<file path="src/rtl/seq_detect_ctrl.sv">
`default_nettype none
// ============================================================================
// Module   : seq_detect_ctrl
// Brief    : Programmable serial pattern detector with match counting and
//            run sequencing (IDLE / ARMED / DONE).
// Revision : 1.0 - initial release
// ============================================================================
module seq_detect_ctrl #(
  parameter int PAT_W = 4,
  parameter int CNT_W = 8
) (
  input  logic             clock,
  input  logic             reset_n,
  input  logic             cfg_we,
  input  logic [PAT_W-1:0] cfg_pattern,
  input  logic             cfg_overlap,
  input  logic [CNT_W-1:0] cfg_target,
  input  logic             start,
  input  logic             stop,
  input  logic             X,
  input  logic             X_valid,
  output logic             match,
  output logic [CNT_W-1:0] count,
  output logic             busy,
  output logic             done
);

  localparam logic [1:0] ST_IDLE  = 2'd0;
  localparam logic [1:0] ST_ARMED = 2'd1;
  localparam logic [1:0] ST_DONE  = 2'd2;

  localparam int FILL_W = $clog2(PAT_W + 1);
  localparam logic [FILL_W-1:0] FILL_FULL = FILL_W'(PAT_W);
  localparam logic [PAT_W-1:0]  PAT_RST   = (PAT_W == 4) ? PAT_W'(4'b0110) : '0;

  logic [1:0]       state;
  logic [PAT_W-1:0] pattern;
  logic             overlap;
  logic [CNT_W-1:0] target;
  logic [PAT_W-1:0] hist;
  logic [FILL_W-1:0] fill;

  logic [PAT_W-1:0]  hist_shift;
  logic [FILL_W-1:0] fill_inc;
  logic [CNT_W-1:0]  count_inc;
  logic              hit;

  // Candidate window after taking the current bit; a hit needs a full window.
  always_comb begin
    hist_shift = {hist[PAT_W-2:0], X};
    fill_inc   = (fill == FILL_FULL) ? fill : fill + 1'b1;
    count_inc  = (count == {CNT_W{1'b1}}) ? count : count + 1'b1;
    hit        = (fill_inc == FILL_FULL) && (hist_shift == pattern);
  end

  always_ff @(posedge clock or negedge reset_n) begin
    if (!reset_n) begin
      state   <= ST_IDLE;
      pattern <= PAT_RST;
      overlap <= 1'b1;
      target  <= '0;
      hist    <= '0;
      fill    <= '0;
      count   <= '0;
      match   <= 1'b0;
    end else begin
      match <= 1'b0;
      if (stop) begin
        state <= ST_IDLE;
        hist  <= '0;
        fill  <= '0;
      end else begin
        case (state)
          ST_ARMED: begin
            if (X_valid) begin
              hist <= hist_shift;
              fill <= fill_inc;
              if (hit) begin
                match <= 1'b1;
                count <= count_inc;
                // Non-overlapping mode requires a completely fresh window.
                if (!overlap) fill <= '0;
                if ((target != '0) && (count_inc == target)) state <= ST_DONE;
              end
            end
          end
          default: begin
            if (cfg_we) begin
              pattern <= cfg_pattern;
              overlap <= cfg_overlap;
              target  <= cfg_target;
            end
            if (start) begin
              state <= ST_ARMED;
              count <= '0;
              hist  <= '0;
              fill  <= '0;
            end
          end
        endcase
      end
    end
  end

  assign busy = (state == ST_ARMED);
  assign done = (state == ST_DONE);

endmodule
`default_nettype wire
</file>
<file path="config.mk">
export PLATFORM = sky130hd
export DESIGN_NAME = seq_detect_ctrl
export DESIGN_NICKNAME = d
export VERILOG_FILES = /design/src/rtl/seq_detect_ctrl.sv
export SDC_FILE = /design/constraint.sdc
export NUM_CORES = 1
export LEC_CHECK = 0
export ABC_CLOCK_PERIOD_IN_PS = 1950
export CORE_UTILIZATION = 45
export DETAILED_ROUTE_END_ITERATION = 12
export HOLD_SLACK_MARGIN = 0.06
export MAX_ROUTING_LAYER = met4
export PLACE_DENSITY = 0.7
export SLEW_MARGIN = 20
export SYNTH_ARGS = -nofsm -noshare
export SYNTH_HDL_FRONTEND = slang
export SYNTH_SLANG_ARGS = --single-unit
export TNS_END_PERCENT = 20
</file>
<file path="constraint.sdc">
create_clock -name clock -period 1.95 [get_ports clock]
set_input_delay 0.195 -clock clock [delete_from_list [all_inputs] [get_ports clock]]
set_output_delay 0.195 -clock clock [all_outputs]
set_load 0.02 [all_outputs]
</file>
==> results.md, run 1 <==
* Post-route core utilization at 67.7%
* DR iter-0 viols at 74
* Root Buffer: clkbuf_8
* Fin crit share at 103%
* Min Tclk post-route at 2010 ps
* Critical path peak fanout at 9
* Non-Filler Instances at 287
* DRT Wirelength at 4.39 mm
* Max-Cap Viols at 0
* Initial Util at 47.9%
* Setup CP Type: reg -> reg
* Synth Flop Type: dfrtp_1
* Clock-pin transition on the worst setup and hold timing paths at 70 ps
* Setup TNS at -86.2 ps
* Wirelength per Cell at 15.3 µm
* Mapped cell area at 0.00179 mm²
* Synth top area cells: dfrtp_1 38%, mux2_2 7.5%, dfstp_2 4.4%
* Die area at 0.00424 mm²
* Gp weighted congestion at 0.909
* Port-buffer cells at 30
* Unrepaired setup endpoints after global routing: true
* Via count at 1,626
* Inst Count DP at 277
* Failing checks: setup timing
* Leading area contributor after synthesis: dfrtp_1
* Sink Count at 30
* Peak supply drop at 559 µV
* Synthesis Warnings at 0
* Final hold violation count at 0
* Final #Nets at 261
* Setup violators final at 2
* Crit path cell chain: ha_4 > and4_4 > buf_4 > a21oi_1 > o21ai_0 > a32oi_1 > nand4_1 > a221o_1
* Sequential area share after synthesis at 42.1%
* Die X at 65.1 µm
* Hpwl dp at 3.36 mm
* Slowest cell on crit path: dfrtp_2
* Setup WS post-layout at -55.8 ps
* CP endpoint kind: flop
* Yosys reg bits at 30
* Die Ht at 65.1 µm
* Final instance area at 0.00254 mm²
* Status: finished, violations left
* Synth cell types at 50
* Layout cell share with drive strength beyond 1 at 32.2%
* DRT Pass-1 Iters at 4
* Synth top area share at 37.7%
* Remaining Overflow, GRT at 0
* First-pass GRT wire length at 7.40 mm
* CTS Buf Count at 5
* Max frequency at 499 MHz
* Overall Power at 2.14 mW
* Final ANT Viol Nets at 0
* Hold slack at 298 ps
* Core Region at 0.00374 mm²
* Row count at 22
* Max H-tree Level at 2
* Syn Nets at 203
* Vias in the first global route at 1,648
* Startpoint types: flop
* Slowest stage delay, CP at 430 ps
* Syn Area/Cell at 9.96 µm²
* Worst Tran Pin Value at 417 ps
* Fraction of registers with async set/reset at 100%
* Vias per inst at 5.67
* Clock Path Buffers at 2
* Fillers at 320
* Slew HR at 72.0%
* Worst skew pair latency at 290 ps
* Pre-CTS setup slack at -220 ps
* Skew final at 5.29 ps
* Worst min-delay path category: in -> async
* PwrDens at 844 mW/mm²
* Synthesized instance count at 180
* # diodes at 0
* Pin count of the biggest net entering global routing at 31
* Post-DP Area at 0.00235 mm²
* CP arrival at 2180 ps
* Fin. max-slew vios at 0
* Syn-to-layout area delta at 41.5%
* Total track usage at 24.1%
* Number of synthesized flops with an enable pin at 0
* Boundary pin count at 31
* CTS tree: yes
* Initial antenna violation count at 0
* Leakage power at 1.05 nW
* Crit path required time at 2120 ps
* DRC violations left at 0
==> cell usage in the layout, fill, tap and decap left out, drive strengths merged, types with 3 or more instances in the layout <==
| master | instances |
|---|---|
| a21oi | 10 |
| xor2 | 8 |
| nor2b | 5 |
| nor2 | 10 |
| clkdlybuf4s50 | 30 |
| o21ai | 11 |
| mux2 | 12 |
| clkbuf | 6 |
| nand3b | 5 |
| dfstp | 3 |
| and2 | 3 |
| ha | 3 |
| inv | 5 |
| nand4 | 5 |
| nor3 | 5 |
| nand2 | 16 |
| a211o | 3 |
| nand3 | 4 |
| buf | 32 |
| a22o | 4 |
| dfrtp | 27 |
==> layer usage <==
layer	vias up	share of wire [%]	GRT usage [%]
met5	-	0	-
met2	50	49	40.2
met4	0	2.1	9.51
met3	11	4.4	5.21
li1	780	-	-
met1	785	45	28.4
==> final timing paths <==
path / slack (ps) / startpoint / depth (start not counted) / to
hold / removal: 300 / reset_n / 2 / count[0]
setup reg to reg: -60 / count[0] / 8 / state[0]
setup / recovery: -60 / count[0] / 8 / state[0]
max in group asynchronous: 1320 / reset_n / 2 / pattern[2]
hold reg to reg: 540 / hist[2] / 1 / hist[2]
min in group clock: 470 / cfg_target[1] / 3 / target[1]
==> cell families after synthesis <==
group	after synthesis	synth area share, %
xor+xnor	10	4.89
mux	14	8.65
flops	30	42.1
compound gates	43	17.0
buf+inv	16	4.61
simple gates	64	20.7
fa+ha+maj	3	2.09
==> final cells by class <==
class / instances / area [µm²] / share of cell area [%]
clock buffer: 6 / 82.6 / 3.26
multi-input combinational: 134 / 1000 / 39.6
clock inverter: 2 / 60.1 / 2.37
tap: 48 / 60.1 / 2.37
inverter: 5 / 18.8 / 0.740
timing repair buffer: 62 / 553 / 21.8
sequential: 30 / 757 / 29.8
==> cells in the mapped netlist, types with 2 or more instances <==
cell	n
dfrtp_1	27
nand2_1	16
mux2_2	12
o21ai_0	11
a21oi_1	10
nor2_1	10
xor2_1	8
buf_4	5
nand3b_1	5
nor2b_1	5
nor3_1	5
a22o_1	4
inv_1	4
nand4_1	4
and2_1	3
buf_2	3
clkbuf_1	3
dfstp_2	3
ha_1	3
nand3_1	3
a211o_1	2
a311oi_1	2
a31oi_1	2
mux2i_1	2
o2111a_1	2
xnor2_1	2
==> state kept, by name (all words and copies together) (netlist names) <==
register,cells
count,8
fill,3
hist,3
match,1
overlap,1
pattern,4
state,2
target,8
==> worst max-delay path, delay by kind of cell, from the launching register on <==
family | cells | cell delay (ps)
fa+ha+maj | 1 | 200
flops | 1 | 430
simple gates | 2 | 330
compound gates | 4 | 790
buf+inv | 1 | 130
==> report_power, final <==
| group | switching (mW) | internal, mW |
|---|---|---|
| clock network | 0.245 | 0.545 |
| registers | 0.103 | 0.754 |
| logic | 0.221 | 0.272 |
| total | 0.568 | 1.57 |
==> what timing repair did <==
item                                    CTS  global route
pin swaps                                 6             7
endpoints found under the setup margin    3            10
setup buffers                             2             0
gates resized for setup                   3             4
hold buffers                              0             0
Note: power is estimated with default switching activity, not from simulation.
==> run 2: changes to the inputs <==
CORE_MARGIN = 2   (was not set)
==> run 2 against run 1 <==
The run still ends with setup timing left. Die area up 6.2%. Count of clock-buffer cells in the layout rose by 2. Cell count up 0.70%. Hold slack got worse by 11 ps. Sequential power is essentially flat. Clock power decreased by 25%. Routed wire length rose by 6.2%. Critical endpoint unchanged. Largest cell class unchanged.
==> results.md, run 2 (same netlist as run 1, synthesis figures left out) <==
* Unrepaired setup endpoints after global routing: true
* Clock-pin transition on the worst setup and hold timing paths at 70 ps (about the same)
* Crit path required time at 2120 ps (about the same)
* PwrDens at 766 mW/mm² (-9.2%)
* Layout cell share with drive strength beyond 1 at 34.4% (+2.2 points)
* Comb pwr share at 25.8% (+2.7 points)
* Remaining Overflow, GRT at 0 (unchanged)
* Min Tclk post-route at 1980 ps (-21.5 ps)
* Most frequent cells in the layout: 31 x buf_4, 30 x clkdlybuf4s50_1, 24 x dfrtp_1
* DR iter-0 viols at 116 (+57%)
* Post-route core utilization at 68.4% (+0.64 points)
* Failing checks: setup timing
* Die Ht at 67.1 µm (+3.1%)
* Root Buffer: clkbuf_8
* Max frequency at 504 MHz (+1.1%)
* DRC violations left at 0 (unchanged)
* Final hold violation count at 0 (unchanged)
* CP dominant cell by count: nand4_1
* Slew HR at 70.7% (-1.3 points)
* First-pass GRT wire length at 8.02 mm (+8.3%)
* Vias in the first global route at 1,653 (+0.30%)
* Crit path max-delay family: simple AND/OR/NAND/NOR gates
* Boundary pin count at 31 (unchanged)
* Sink Count at 30 (unchanged)
* Setup TNS at -34.4 ps (+51.9 ps)
* Most common cell after layout, fill and taps aside: buf_4
* Setup WS post-layout at -34.4 ps (+21.5 ps)
* Slowest cell on crit path: dfrtp_1
* Initial Util at 47.9% (unchanged)
* Setup violators final at 1 (-1)
* Final ANT Viol Nets at 0 (unchanged)
* Row count at 22 (unchanged)
* Clock Path Buffers at 2 (unchanged)
* CP arrival at 2160 ps (-20 ps)
* Post-DP Area at 0.00237 mm² (+0.53%)
* Max-Cap Viols at 0 (unchanged)
* Net switching power figure at 578 µW (+1.7%)
* Fillers at 309 (-3.4%)
* DRT Wirelength at 4.66 mm (+6.2%)
* Clock group share of total power at 30.3% (-6.6 points)
* Worst min-delay path category: in -> async
* Final instance area at 0.00256 mm² (+0.94%)
* Pin count of the biggest net entering global routing at 31 (unchanged)
* Largest registers: count x8, target x8, pattern x4
* Final #Nets at 263 (+0.77%)
* Startpoint types: flop
* # diodes at 0 (unchanged)
* Worst path bufs/invs at 0 (-1)
* Multi-input combinational cell area at 0.00103 mm² (+2.4%)
* Die X at 67.1 µm (+3.1%)
* Vias per inst at 5.55 (-2.1%)
* Initial antenna violation count at 0 (unchanged)
* CTS tree: yes
* Wirelength per Cell at 16.1 µm (+5.5%)
* Reg2Reg Depth at 7 (-1)
* Cell-internal power at 1.38 mW (-12%)
* Fin crit share at 102% (-1.1 points)
* Sw frac at 29.5% (+2.9 points)
* Hpwl dp at 3.46 mm (+2.8%)
* DRT Pass-1 Iters at 4 (unchanged)
* Peak supply drop at 606 µV (+8.4%)
* Slowest stage delay, CP at 410 ps (-20 ps)
* Total track usage at 25.0% (+0.87 points)
* Crit path cell chain: ha_1 > nand4bb_1 > o211ai_1 > nand4_1 > nor4b_2 > nand4_1 > a221o_1
* CP endpoint kind: flop
* Die area at 0.00451 mm² (+6.2%)
* Register area at 758 µm² (+0.17%)
* Stages on worst setup path at 7 (-1)
* Setup CP Type: reg -> reg
* Syn-to-layout area delta at 42.8%
* Via count at 1,603 (-1.4%)
* R2r setup slk at -30 ps (+20 ps)
* Gp weighted congestion at 0.861 (-5.2%)
* Worst skew pair latency at 290 ps (about the same)
* Core Region at 0.00374 mm² (unchanged)
* Worst Tran Pin Value at 435 ps (+17.3 ps)
* Critical path peak fanout at 3 (-6)
* Flop pwr share at 43.8% (+3.8 points)
* Fin. max-slew vios at 0 (unchanged)
* Status: finished, violations left
* CTS Buf Count at 5 (unchanged)
* Leakage power at 1.05 nW (about the same)
* Overall Power at 1.96 mW (-8.4%)
* Worst r2r dst: state[0]
* Port-buffer cells at 30 (unchanged)
* Skew final at 5.84 ps (+0.557 ps)
* Max H-tree Level at 2 (unchanged)
* Reg2Reg Launch Point: fill[0]
## run 2: cell count changes in the layout (fill, tap and decap cells not counted), moves of 2 or more
cell / before / now
a311oi_1: 2 / 0
a311oi_2: 0 / 2
clkbuf_8: 6 / 8
nor3_1: 5 / 3
nor3_2: 0 / 2
bufinv_16: 2 / 0
## run 2: repair_timing
action,CTS,global route
buffers inserted,3,1
hold buffers,0,0
endpoints found under the setup margin,1,8
pin swaps,6,8
gates resized for setup,4,9
## run 2: routing by layer
layer | track usage [%] | vias to the layer above | wire [µm]
li1 | - | 777 | -
met1 | 31.7 | 787 | 2170
met2 | 39.4 | 31 | 2260
met3 | 5.24 | 8 | 155
met4 | 8.93 | 0 | 78
met5 | - | - | 0
## run 2: worst max-delay path by stage
stage | startpoint | end | slack (ps)
floorplan | count[0] | state[0] | -20
global placement | X | state[0] | -110
detailed placement | X | state[0] | -170
CTS | fill[1] | state[0] | -40
global route | fill[0] | state[0] | -160
finish | fill[0] | state[0] | -30
## run 2: layout make-up
cell class                 count  share of cell area [%]
tap                           48                    2.35
multi-input combinational    134                    40.2
inverter                       5                   0.733
sequential                    30                    29.6
clock buffer                   8                    4.30
timing repair buffer          64                    22.8
## run 2: worst reg2reg max path: cells and delay by family, from the launching register on
family,cells,cell delay (ps)
simple gates,4,770
fa+ha+maj,1,230
compound gates,2,470
flops,1,410
## run 2: metrics by stage
stage          setup slack (ps)  std cells  hold WS [ps]
5_1_grt                    -156        289           329
2_1_floorplan             -22.7        180          -101
3_3_place_gp               -109        277           514
4_1_cts                   -37.8        288           305
3_5_place_dp               -169        277           526
6_report                  -34.4        289           287
## run 2: power groups by stage
stage	Combinational (mW)	Clock, mW	Sequential (mW)
after floorplan	0.327	0	0.836
after global placement	0.468	0	0.865
after detailed placement	0.485	0	0.870
after CTS	0.509	0.601	0.860
after global routing	0.564	0.638	0.878
final	0.506	0.594	0.859
